$ cat src/rtl/srt2_div_param.sv
// Parametrised radix-2 SRT divider (unsigned/signed), one quotient digit per clock.
// Optional macro SRT2_EARLY_EXIT_EN: bypass iteration when |dividend| < |divisor|.
module srt2_div_param #(
    parameter int WIDTH = 8
) (
    input  logic             clk,
    input  logic             rst,
    input  logic             start,
    input  logic             signed_mode,
    input  logic [WIDTH-1:0] dividend,
    input  logic [WIDTH-1:0] divisor,
    output logic [WIDTH-1:0] quotient,
    output logic [WIDTH-1:0] remainder,
    output logic             busy,
    output logic             done,
    output logic             divisionBy0,
    output logic             overflow
);
    localparam int CW = $clog2(WIDTH + 1);
    localparam int KW = $clog2(WIDTH);
    localparam logic [WIDTH-1:0] MIN = {1'b1, {(WIDTH-1){1'b0}}};

    typedef enum logic [2:0] {IDLE, NORM, ITER, CORRECT, FINISH} state_t;

    state_t           state;
    logic [WIDTH-1:0] xa, da, dn;
    logic [WIDTH:0]   p;
    logic [WIDTH-1:0] s;
    logic [WIDTH-1:0] qp, qm, q;
    logic [KW-1:0]    k;
    logic [CW-1:0]    cnt;
    logic             q_neg, r_neg;

    // Position of the highest set bit wins; input is never zero when used.
    function automatic logic [KW-1:0] lzc(input logic [WIDTH-1:0] v);
        logic [KW-1:0] n;
        n = '0;
        for (int i = 0; i < WIDTH; i++)
            if (v[i]) n = KW'(WIDTH - 1 - i);
        return n;
    endfunction

    logic             x_neg, d_neg;
    logic [WIDTH-1:0] x_abs, d_abs;
    logic [KW-1:0]    k_n;
    logic [2*WIDTH:0] ps_norm;
    logic [WIDTH:0]   t, d_ext, p_next;
    logic             dig_pos, dig_neg;
    logic [WIDTH-1:0] q_diff, r_mag;

    always_comb begin
        x_neg   = signed_mode & dividend[WIDTH-1];
        d_neg   = signed_mode & divisor[WIDTH-1];
        x_abs   = x_neg ? -dividend : dividend;
        d_abs   = d_neg ? -divisor : divisor;
        k_n     = lzc(da);
        ps_norm = {{(WIDTH+1){1'b0}}, xa} << k_n;
        d_ext   = {1'b0, dn};
        t       = {p[WIDTH-1:0], s[WIDTH-1]};
        dig_pos = 1'b0;
        dig_neg = 1'b0;
        p_next  = t;
        // Redundant digit selection from the top three partial-remainder bits.
        case (p[WIDTH:WIDTH-2])
            3'b001, 3'b010, 3'b011: begin
                dig_pos = 1'b1;
                p_next  = t - d_ext;
            end
            3'b100, 3'b101, 3'b110: begin
                dig_neg = 1'b1;
                p_next  = t + d_ext;
            end
            default: p_next = t;
        endcase
        q_diff = qp - qm;
        r_mag  = p[WIDTH-1:0] >> k;
    end

    always_ff @(posedge clk or posedge rst) begin
        if (rst) begin
            state       <= IDLE;
            xa          <= '0;
            da          <= '0;
            dn          <= '0;
            p           <= '0;
            s           <= '0;
            qp          <= '0;
            qm          <= '0;
            q           <= '0;
            k           <= '0;
            cnt         <= '0;
            q_neg       <= 1'b0;
            r_neg       <= 1'b0;
            quotient    <= '0;
            remainder   <= '0;
            busy        <= 1'b0;
            done        <= 1'b0;
            divisionBy0 <= 1'b0;
            overflow    <= 1'b0;
        end else begin
            done <= 1'b0;
            case (state)
                IDLE: begin
                    if (start) begin
                        if (divisor == '0) begin
                            quotient    <= '1;
                            remainder   <= '1;
                            divisionBy0 <= 1'b1;
                            overflow    <= 1'b0;
                            done        <= 1'b1;
                        end else if (signed_mode && dividend == MIN && divisor == '1) begin
                            quotient    <= MIN;
                            remainder   <= '0;
                            divisionBy0 <= 1'b0;
                            overflow    <= 1'b1;
                            done        <= 1'b1;
                        end else begin
                            xa          <= x_abs;
                            da          <= d_abs;
                            q_neg       <= x_neg ^ d_neg;
                            r_neg       <= x_neg;
                            divisionBy0 <= 1'b0;
                            overflow    <= 1'b0;
                            busy        <= 1'b1;
                            state       <= NORM;
                        end
                    end
                end
                NORM: begin
                    qp  <= '0;
                    qm  <= '0;
                    cnt <= '0;
`ifdef SRT2_EARLY_EXIT_EN
                    if (xa < da) begin
                        p     <= {1'b0, xa};
                        k     <= '0;
                        q     <= '0;
                        state <= FINISH;
                    end else begin
                        k     <= k_n;
                        dn    <= da << k_n;
                        p     <= ps_norm[2*WIDTH:WIDTH];
                        s     <= ps_norm[WIDTH-1:0];
                        state <= ITER;
                    end
`else
                    k     <= k_n;
                    dn    <= da << k_n;
                    p     <= ps_norm[2*WIDTH:WIDTH];
                    s     <= ps_norm[WIDTH-1:0];
                    state <= ITER;
`endif
                end
                ITER: begin
                    p   <= p_next;
                    s   <= {s[WIDTH-2:0], 1'b0};
                    qp  <= {qp[WIDTH-2:0], dig_pos};
                    qm  <= {qm[WIDTH-2:0], dig_neg};
                    cnt <= cnt + CW'(1);
                    if (cnt == CW'(WIDTH - 1))
                        state <= CORRECT;
                end
                CORRECT: begin
                    // Negative final remainder: step back one divisor.
                    if (p[WIDTH]) begin
                        p <= p + d_ext;
                        q <= q_diff - WIDTH'(1);
                    end else begin
                        q <= q_diff;
                    end
                    state <= FINISH;
                end
                FINISH: begin
                    quotient  <= q_neg ? -q : q;
                    remainder <= r_neg ? -r_mag : r_mag;
                    done      <= 1'b1;
                    busy      <= 1'b0;
                    state     <= IDLE;
                end
                default: state <= IDLE;
            endcase
        end
    end
endmodule

$ cat config.mk
export PLATFORM = sky130hd
export DESIGN_NAME = srt2_div_param
export DESIGN_NICKNAME = d
export VERILOG_FILES = /design/src/rtl/srt2_div_param.sv
export SDC_FILE = /design/constraint.sdc
export NUM_CORES = 1
export LEC_CHECK = 0
export ABC_AREA = 1
export CAP_MARGIN = 20
export CORE_AREA = 2 2 126 128
export DETAILED_ROUTE_END_ITERATION = 8
export DIE_AREA = 0 0 128 130
export REMOVE_ABC_BUFFERS = 1
export SLEW_MARGIN = 20
export SYNTH_ARGS = -nofsm -noshare
export SYNTH_HDL_FRONTEND = slang
export SYNTH_SLANG_ARGS = --single-unit
$ cat constraint.sdc
create_clock -name clk -period 3.3 [get_ports clk]
set_input_delay 0.66 -clock clk [delete_from_list [all_inputs] [get_ports clk]]
set_output_delay 0.66 -clock clk [all_outputs]
set_load 0.01 [all_outputs]
=== Word level (Yosys, flattened, before mapping) ===
Cells that the tools add are included.

* Add/subtract/negate cells: 10
* Equality and inequality tests: 19
* Shifts and indexed selects: 3
* Mux-type cells: 45
* Bitwise operators: 5
* Reductions and logical operators: 15

{| class="wikitable"
|+ Operators by type and width
! kind !! count
|-
| 2-to-1 mux 8 bit || 11
|-
| one-hot mux 8 bit (2 select lines) || 5
|-
| 2-to-1 mux 3 bit || 12
|-
| negation 8 bit || 4
|-
| one-hot mux 9 bit (3 select lines) || 1
|-
| adder 9 x 8 -> 9 bit || 2
|-
| one-hot mux 9 bit (2 select lines) || 1
|-
| << shifter 8 x 3 -> 17 bit || 1
|-
| == test 8 bit (second input constant) || 2
|-
| == test 3 x 2 -> 1 bit (second input constant) || 4
|-
| == test 3 bit (second input constant) || 4
|-
| one-hot mux 3 bit (4 select lines) || 1
|-
| AND reduction 4 bit || 3
|-
| 2-to-1 mux 1 bit || 10
|-
| != test 2 bit (second input constant) || 5
|-
| 2-to-1 mux 9 bit || 1
|-
| subtractor 9 x 8 -> 9 bit || 1
|-
| zero test 8 bit || 1
|-
| one-hot mux 4 bit (2 select lines) || 1
|-
| << shifter 8 x 3 -> 8 bit || 1
|-
| >> shifter 8 x 3 -> 8 bit || 1
|-
| subtractor 8 x 1 -> 8 bit (second input constant) || 1
|-
| subtractor 8 bit || 1
|-
| == test 3 x 1 -> 1 bit (second input constant) || 2
|-
| 14 further kinds || 21
|}

* Register bits: 97
* Output and inout port bits: 20

=== Depth between registers and ports, before layout ===
Gate-level depths: netlist of run 1.

* Word-level depth: 10
* Mapped depth: 17
* Mapped depth without buffers: 16

=== Worst setup path after synthesis of run 1 ===
Ideal clock, no wire load.

* Path kind: reg-to-reg
* Start point: reg p[8]
* End point: reg p[7]
* Setup time: 129 ps
* Data arrival time: 2312 ps
* Data required time: 3171 ps
* Setup slack: 859 ps
* Cell stages (with the launch flop): 14
* Clock period less this slack: 2441 ps
* Path through: dfrtp_1 buf_4 inv_1 a21oi_2 inv_1 o21ai_0 ha_1 nand3_1 nand3_1 a21boi_0 o21ai_0 xor2_1 o21ai_0 nand3_1

* Cells in the longest elaborated chain, start to end: 4

{| class="wikitable"
|+ RTL lines
! what !! line !! source
|-
| from (decl) || 27 || <nowiki>logic [WIDTH:0] p;</nowiki>
|-
| from (signal assigned) || 149 || <nowiki>p <= ps_norm[2*WIDTH:WIDTH];</nowiki>
|-
| from (signal assigned) || 155 || <nowiki>p <= p_next;</nowiki>
|-
| from (signal assigned) || 166 || <nowiki>p <= p + d_ext;</nowiki>
|-
| == test 3 bit (tied with other cells) || 64 || <nowiki>case (p[WIDTH:WIDTH-2])</nowiki>
|-
| OR reduction 3 bit || 64 ||
|-
| one-hot mux 9 bit (2 select lines) || 64 ||
|-
| one-hot mux 9 bit (3 select lines) || 102 || <nowiki>case (state)</nowiki>
|}

Several ways; a longest one is shown, not always the timed one.
A chain may end at the register's enable or synchronous reset.

=== Worst setup path after layout of run 1 ===
Same ends and word-level chain as after synthesis.

==> flow_metrics.py, run 1 <==
metrics = {
    "synthesis": {
        "ys_warn_count": 0,
        "synthArstFlopShare_pct": 100.0,
        "synth.area.top_cells": "dfrtp_1 36%, nand2_1 12%, nand3_1 7.7%",
        "avgSynthCellArea_um2": 7.406,
        "synth_top_area_cell": "dfrtp_1",
        "syn_area_um2": 6784,
        "synth_top_flop_cell": "dfrtp_1",
        "yosysSeqAreaShare_pct": 35.78,
        "synth_edf_count": 0,
        "yosysUniqueCellTypes": 50,
        "synthCells": 916,
        "synth_top_area_share_pct": 35.78,
        "ys_ff_latch": 97,
    },
    "routing": {
        "drtAntennaViolNets": 0,
        "avgRoutedWirePerCell_um": 14.31,
        "drc_errors": 0,
        "first_iter_violations": 396,
        "vias_per_cell": 5.242,
        "dr_total_vias": 6013,
        "drt_wl_total_mm": 16.41,
        "dr.pass1.iters": 5,
    },
    "timing": {
        "skew_ns": 0.01310,
        "drv_slew": 0,
        "setup-violations-final": 0,
        "slew_headroom_pct": 55.79,
        "tns_ns": 0,
        "rsz0062_at_grt": "no",
        "worst_pin_slew_ns": 0.6631,
        "period_needed_ns": 2.952,
        "min_period_over_period_pct": 89.46,
        "timing.hold.ws_ns": 0.4788,
        "hold_viol": 0,
        "fmax_mhz": 338.7,
    },
    "placement": {
        "port_buffers": 39,
        "place_congestion": 0.8933,
        "placed_area_um2": 7325,
        "post-dp-hpwl_mm": 12.43,
    },
    "clocking": {
        "clockBufferDepth": 2,
        "cts_hold_buf": 0,
        "htree_num_levels": 3,
        "cts_sinks": 97,
        "postCtsSetupRepairBufs": 0,
        "cts.reportedPaths.clkPinSlew_ns": 0.08,
        "cts_tree": "built",
        "cts_root_buf": "clkbuf_16",
        "ctsResizeCount": 0,
        "clk_latency_ns": 0.36,
        "cts-buffers-inserted": 9,
    },
    "worst_setup_path": {
        "cp.depth": 12,
        "cp-start-kind": "register",
        "cp_cell_sequence": "inv_1, a21oi_2, inv_1, o21ai_0, ha_1, nand3_1, nand3_1, a21boi_0, o21ai_0, xor2_1, o21ai_0, nand3_1",
        "slowest_delay_ns": 0.49,
        "worstSetupPathType": "register to register",
        "cp_max_fo": 8,
        "critPathSlowestCell": "dfrtp_1",
        "r2r_cells": 12,
        "cp.required_ns": 3.54,
        "path_buf_inv": 2,
        "path_delay_family": "compound AO/OA/AOI/OAI gates",
        "worstSetupEndpointType": "register",
        "critPathArrivalTime_ns": 3.20,
    },
    "finish": {
        "final_area_um2": 7661,
        "areaGrowthSynthToFinish_pct": 12.93,
        "finalNetCount": 1005,
        "post-route-util_pct": 49.67,
        "layout_commonest_cell": "nand2_1",
        "diodes": 0,
        "mostFrequentLayoutCells": "209 x nand2_1, 104 x nand3_1, 99 x inv_1",
        "fill_cells": 1543,
        "final_layout_size_suffix_gt1_share_pct": 9.424,
    },
    "floorplanning": {
        "std_cell_rows": 46,
        "dieArea_um2": 16640,
        "die_h_um": 130,
        "ios": 40,
        "start_util_pct": 43.98,
        "core_area_um2": 15420,
        "die_x_um": 128,
    },
    "global_route": {
        "antenna_found_initial": 0,
        "track_usage_pct": 20.67,
        "grt_start_max_net_pins": 51,
        "grt_pass1_wl_mm": 27.33,
        "grt_pass1_vias": 5554,
        "gr-total-overflow": 0,
    },
    "hold_path": {
        "holdPathStages": 1,
        "hold_class": "register to register",
    },
    "pwr": {
        "leakagePower_nw": 3.615,
        "ir_worst_vdd_mv": 0.4266,
        "p_per_area_nw_per_um2": 1218,
    },
    "job": {
        "max-cap-violations": 0,
    },
    "status": {
        "outcome": "completed",
    },
}
state kept, by name, indices dropped and copies added, names as in the netlist, 3 cells and up:
register,count
p,9
da,8
dn,8
q,8
qm,8
qp,8
quotient,8
remainder,8
s,8
xa,8
cnt,4
k,3
state,3
path summary, 6_finish.rpt:
path	from	end	slack (ns)
max	p[8]	p[7]	0.35
min	cnt[3]	cnt[3]	0.48
max reg2reg	p[8]	p[7]	0.35
min reg2reg	cnt[3]	cnt[3]	0.48
max in group asynchronous	rst	s[0]	1.78
min in group asynchronous	rst	done	0.74
report_power, final:
| part | internal (mW) | switching, mW |
|---|---|---|
| clock network | 0.697 | 0.514 |
| logic | 2.24 | 3.65 |
| registers | 1.70 | 0.522 |
logic make-up (layout without fill, tap and decap cells):
| kind of cell | after synthesis | count (layout) | synth area share [%] |
|---|---|---|---|
| compound gates | 167 | 167 | 14.57 |
| flops | 97 | 97 | 35.78 |
| xor+xnor | 28 | 28 | 3.726 |
| simple gates | 453 | 453 | 30.49 |
| buf+inv | 136 | 175 | 8.650 |
| fa+ha+maj | 35 | 35 | 6.787 |
area by class of cell:
class / count / area, um2 / area share (%)
flip-flops and latches: 97 / 2427 / 31.68
clock buffers: 10 / 239.0 / 3.119
inverters: 113 / 431.7 / 5.634
well taps: 192 / 240.2 / 3.136
clock inverters: 6 / 97.59 / 1.274
multi-input cells: 683 / 3770 / 49.21
repair buffers: 46 / 455.4 / 5.945
per-stage QoR:
stage                     power (mW)  cells  worst slack, ns
after floorplan                6.584    893           0.1063
after CTS                      9.337   1147           0.3703
final                          9.329   1147           0.3479
after global placement         8.067   1131           0.5264
after global routing           10.28   1147          0.02897
after detailed placement       8.097   1131           0.3864
metal layers:
layer | part of all wire, % | routed length, um | track usage, %
met1 | 51 | 8301 | 29.15
met2 | 44 | 7195 | 32.62
met3 | 3.7 | 605 | 3.280
met4 | 1.9 | 306 | 6.981
met5 | 0 | 0 | 0
synthesized netlist by cell type, drive strengths merged, types with 5 or more instances:
master,count
clkbuf,5
nand2,218
nand3b,5
nand3,104
o211ai,12
or2,10
a21oi,48
nor3,15
nor2,87
xnor2,11
ha,32
o21ai,71
xor2,17
nand4,13
buf,18
dfrtp,97
inv,111
o22ai,16
Power figures use the tool's default switching activity.
==> run 2: changes to the inputs <==
--- a/config.mk
+++ b/config.mk
@@ -8,6 +8,7 @@
 export ABC_AREA = 1
 export CAP_MARGIN = 20
 export CORE_AREA = 2 2 126 128
+export CTS_CLUSTER_SIZE = 20
 export DETAILED_ROUTE_END_ITERATION = 8
 export DIE_AREA = 0 0 128 130
 export REMOVE_ABC_BUFFERS = 1
==> results of run 2 <==
Final layout, timing and power as in run 1 (identical DEF).
==> patch 1, RTL diff (config.mk and constraints of run 2) <==
Re-encode `state_t` (5 states) as one-hot, 5 bits wide.
--- a/src/rtl/srt2_div_param.sv
+++ b/src/rtl/srt2_div_param.sv
@@ -22,3 +22,3 @@
 
-    typedef enum logic [2:0] {IDLE, NORM, ITER, CORRECT, FINISH} state_t;
+    typedef enum logic [4:0] {IDLE = 5'b00001, NORM = 5'b00010, ITER = 5'b00100, CORRECT = 5'b01000, FINISH = 5'b10000} state_t;
 
Behaviour: same outputs for any inputs over 10 cycles, from zero or initial values and one cycle with rst high; not proved beyond that.
==> patch 1 against run 2 <==
Routed wire length is 0.99% lower; total power down 22%; setup slack better by 0.13 ns; critical endpoint is now p[8]; worst hold slack better by 0.012 ns; sequential share of layout area increased by 0.74 points; die area is the same; area after synthesis is 0.85% lower; final area fell by 0.21%; sequential cell count is 2 higher.
==> patch 1: results (changes against run 2) <==
[critical_path]
r2r_end = p[8]
critPathMaxFanout = 10  ; +2
cp_slowest_cell = dfrtp_1
worstRegToRegCells = 16  ; +4
r2r_slack_ns = 0.48  ; +0.13 ns
critPathLaunch = p[7]
arrival_ns = 3.06  ; -0.14 ns
slowest_delay_ns = 0.51  ; +0.02 ns

[timing]
tightest_slew_ns = 0.7191  ; +0.05600 ns
hold_ws_ns = 0.4904  ; +0.01163 ns
clock_skew_ns = 0.01298  ; -0.0001220 ns

[cells_and_area]
diodes = 0  ; unchanged
fillers = 1579  ; +2.3%
final_nets = 1010  ; +0.50%
largest_register_ff_count = 9  ; unchanged
drive_gt1_share_pct = 7.187  ; -2.2 points

[global_route]
grt_pass1_vias = 5620  ; +1.2%
grt_max_degree = 48  ; -5.9%
grt_pass1_wl_um = 27590  ; +0.94%
grtUsageTotal_pct = 20.79  ; +0.12 points

[routing]
avgViaCountPerCell = 5.225  ; -0.33%
drt-initial-drc-count = 409  ; +3.3%
post_drt_wl_per_cell_um = 14.10  ; -1.4%

[run_status]
outcome = complete, no violations

[hold_path]
hold_start = busy
min_delay_path_depth = 2  ; +1
hold_end = busy

[logic_synthesis]
synth_seq_area_share_pct = 36.85  ; +1.1 points
ys_types = 47  ; -6.0%
synthTopCellsByCount = nand2_1, inv_1, nand3_1
yosys-top-cells-area = dfrtp_1, nand2_1, nand3_1, ha_1, inv_1

[placement]
gp_congestion = 0.8331  ; -6.7%
hpwl_um = 12400  ; -0.30%
dpl_cell_area_um2 = 7333  ; +0.12%

[power_and_ir_drop]
leakagePower_nw = 3.677  ; +1.7%
ir_drop_mv = 0.3675  ; -14%

[cts]
clock_latency_ns = 0.36  ; about the same

patch 1: cell count changes in the layout (fill, tap and decap cells not counted), moves of 5 or more:
cell            run 2  this run
nor2_2             13         4
nor2_1             68        76
o21ai_0            61        69
a21oi_1            35        40
a21oi_2            13         8
o21ai_1            10         5
patch 1: cells by family (layout without fill, tap and decap cells):
| family | Yosys count | after routing | synth area share [%] |
|---|---|---|---|
| and+or+nand+nor | 445 | 445 | 29.15 |
| AOI/OAI and AO/OA | 170 | 170 | 14.75 |
| buffers and inverters | 137 | 179 | 8.129 |
| DFF | 99 | 99 | 36.85 |
| adders and majority gates | 35 | 35 | 6.845 |
| xor gates and xnor gates | 32 | 32 | 4.278 |
patch 1: worst max path at each step:
stage	slack, ns	cells after the start	end
detailed placement	0.50	16	p[8]
global route	0.15	16	p[8]
global placement	0.51	16	p[8]
floorplan	0.05	1	busy
CTS	0.47	16	p[8]
finish	0.48	16	p[8]
patch 1: power breakdown:
group | switching (W) | total (W) | internal, W
logic | 0.00271 | 0.00424 | 0.00153
registers | 0.000386 | 0.00191 | 0.00153
clock network | 0.000487 | 0.00110 | 0.000618
total | 0.00358 | 0.00725 | 0.00367
patch 1: routing by layer:
metal / track usage (%) / up-vias / wire (um)
met5: 0 / - / 0
met4: 6.335 / 0 / 274
met3: 3.116 / 17 / 630
met2: 32.12 / 122 / 7051
met1: 30.31 / 2737 / 8289
li1: - / 3143 / -
patch 1: stage by stage:
stage                     power [W]  instances  setup slack, ns
after floorplan            0.005118        894          0.05123
after global placement     0.006127       1136           0.5118
after detailed placement   0.006154       1136           0.4981
after CTS                  0.007289       1152           0.4736
after global routing       0.008039       1152           0.1476
final                      0.007253       1152           0.4801
patch 1: cell type report:
class | instances | area [um2] | area share, %
Multi-Input combinational cell | 682 | 3701 | 48.41
Inverter | 113 | 427.9 | 5.597
Tap cell | 192 | 240.2 | 3.142
Clock buffer | 10 | 239.0 | 3.126
Timing Repair Buffer | 50 | 485.5 | 6.350
Clock inverter | 6 | 72.57 | 0.9493
Sequential cell | 99 | 2479 | 32.42
patch 1: critical path, delay by kind of cell (launching register included):
family / cells / cell delay, ns
and+or+nand+nor: 10 / 0.98
AOI/OAI and AO/OA: 2 / 0.33
adders and majority gates: 1 / 0.44
DFF: 1 / 0.51
buffers and inverters: 3 / 0.44
==> patch 2, RTL diff (config.mk and constraints of run 2) <==
Made on the original files. Build with the macro `SRT2_EARLY_EXIT_EN` defined.
--- a/src/rtl/srt2_div_param.sv
+++ b/src/rtl/srt2_div_param.sv
@@ -2,2 +2,4 @@
 // Optional macro SRT2_EARLY_EXIT_EN: bypass iteration when |dividend| < |divisor|.
+`define SRT2_EARLY_EXIT_EN
+
 module srt2_div_param #(
Function: changed (a bounded check fails within 4 cycles, from zero or initial values and one cycle with rst high).
==> patch 2 against run 2 <==
Total power decreased by 6.3%; worst hold slack got worse by 0.0060 ns; sequential cell count unchanged; routed wire length increased by 7.3%; final area increased by 2.9%; clock skew decreased by 0.0062 ns; area after synthesis increased by 3.4%; setup slack improved by 0.35 ns; largest power group unchanged.
==> patch 2: results (changes against run 2) <==
[power_and_ir_drop]
intPower_w = 0.004323  ; -6.9%
leakagePower_nw = 3.761  ; +4.0%
ir_drop_mv = 0.4538  ; +6.4%
clockPowerShare_pct = 13.7  ; +0.7 points
switching_share_pct = 50.56  ; +0.32 points

[critical_path]
arrival_ns = 2.83  ; -0.37 ns
r2r_slack_ns = 0.70  ; +0.35 ns
worstSetupEndpoint = p[8]
worstRegToRegCells = 14  ; +2

[routing]
avgViaCountPerCell = 5.294  ; +0.99%
drt-initial-drc-count = 434  ; +9.6%
post_drt_wl_per_cell_um = 14.79  ; +3.4%
route.met2.wl_um = 7908  ; +9.9%
wl_met1_um = 8682  ; +4.6%
route.met3.wl_um = 696  ; +15%
vias = 6300  ; +4.8%

[cells_and_area]
bufAreaShareNonClock_pct = 5.493  ; -0.45 points
seq_share_pct = 30.80  ; -0.89 points
multi_input_gates = 711  ; +4.1%
final_nets = 1054  ; +4.9%
multiInputGateArea_um2 = 3949  ; +4.7%
clock_area_share_pct = 4.255  ; -0.14 points
drive_gt1_share_pct = 8.216  ; -1.2 points
buffers = 43  ; -6.5%
final_core_util_pct = 51.10  ; +1.4 points
n_all_inverters = 131  ; +16%

[global_route]
use_met3_pct = 4.059  ; +0.78 points
gr-usage-met2_pct = 35.70  ; +3.1 points
grt_pass1_vias = 5972  ; +7.5%
grt_max_degree = 66  ; +29%
grtUsageTotal_pct = 22.09  ; +1.4 points
grt_pass1_wl_um = 29300  ; +7.2%
globalRouteMet1Util_pct = 30.30  ; +1.1 points

[logic_synthesis]
ys_types = 51  ; +2.0%
synthTopCellsByCount = nand2_1, inv_1, dfrtp_1
yosys.area.top_type_share_pct = 34.61  ; -1.2 points
syn_inst = 960  ; +4.8%
synth_seq_area_share_pct = 34.61  ; -1.2 points

[placement]
post-place-ws_ns = 0.3878  ; +0.001362 ns
dpl_cell_area_um2 = 7546  ; +3.0%
gp_congestion = 0.8611  ; -3.6%

[hold_path]
hold_start = cnt[3]
hold_end = cnt[3]

[timing]
hold_ws_ns = 0.4728  ; -0.005984 ns
drv_slew = 0  ; unchanged
layout_min_cycle_time_ns = 2.598  ; -0.3538 ns
clock_skew_ns = 0.006923  ; -0.006176 ns
tightest_slew_ns = 0.6000  ; -0.06311 ns

[cts]
cts_buffers = 9  ; unchanged

[run_status]
outcome = complete, no violations

-- patch 2: cell count changes in the layout (fill, tap and decap cells not counted), moves of 7 or more --
cell	change
nand3_1	-29
or2_2	-7
a21oi_1	+23
nor2_1	+10
nand2_1	+12
inv_1	+15
-- patch 2: critical path, cell delays in order (launching register included) --
cell and delay, ns:
dfrtp_1 0.40, inv_1 0.13, a21oi_2 0.22, inv_1 0.18, nand2_1 0.08, o21ai_0 0.15
fa_1 0.49, nand4_1 0.12, nand3_1 0.11, nand2_1 0.11, nand2_1 0.05, nand3_1 0.07
nand3_1 0.11, o21ai_0 0.17, nand3_1 0.09
-- patch 2: cells by family after synthesis --
| logic type | after synthesis | share of synthesized area [%] |
|---|---|---|
| AOI/OAI and AO/OA | 207 | 17.34 |
| xor gates and xnor gates | 29 | 3.728 |
| adders and majority gates | 41 | 7.635 |
| buffers and inverters | 152 | 9.097 |
| DFF | 97 | 34.61 |
| and+or+nand+nor | 434 | 27.60 |
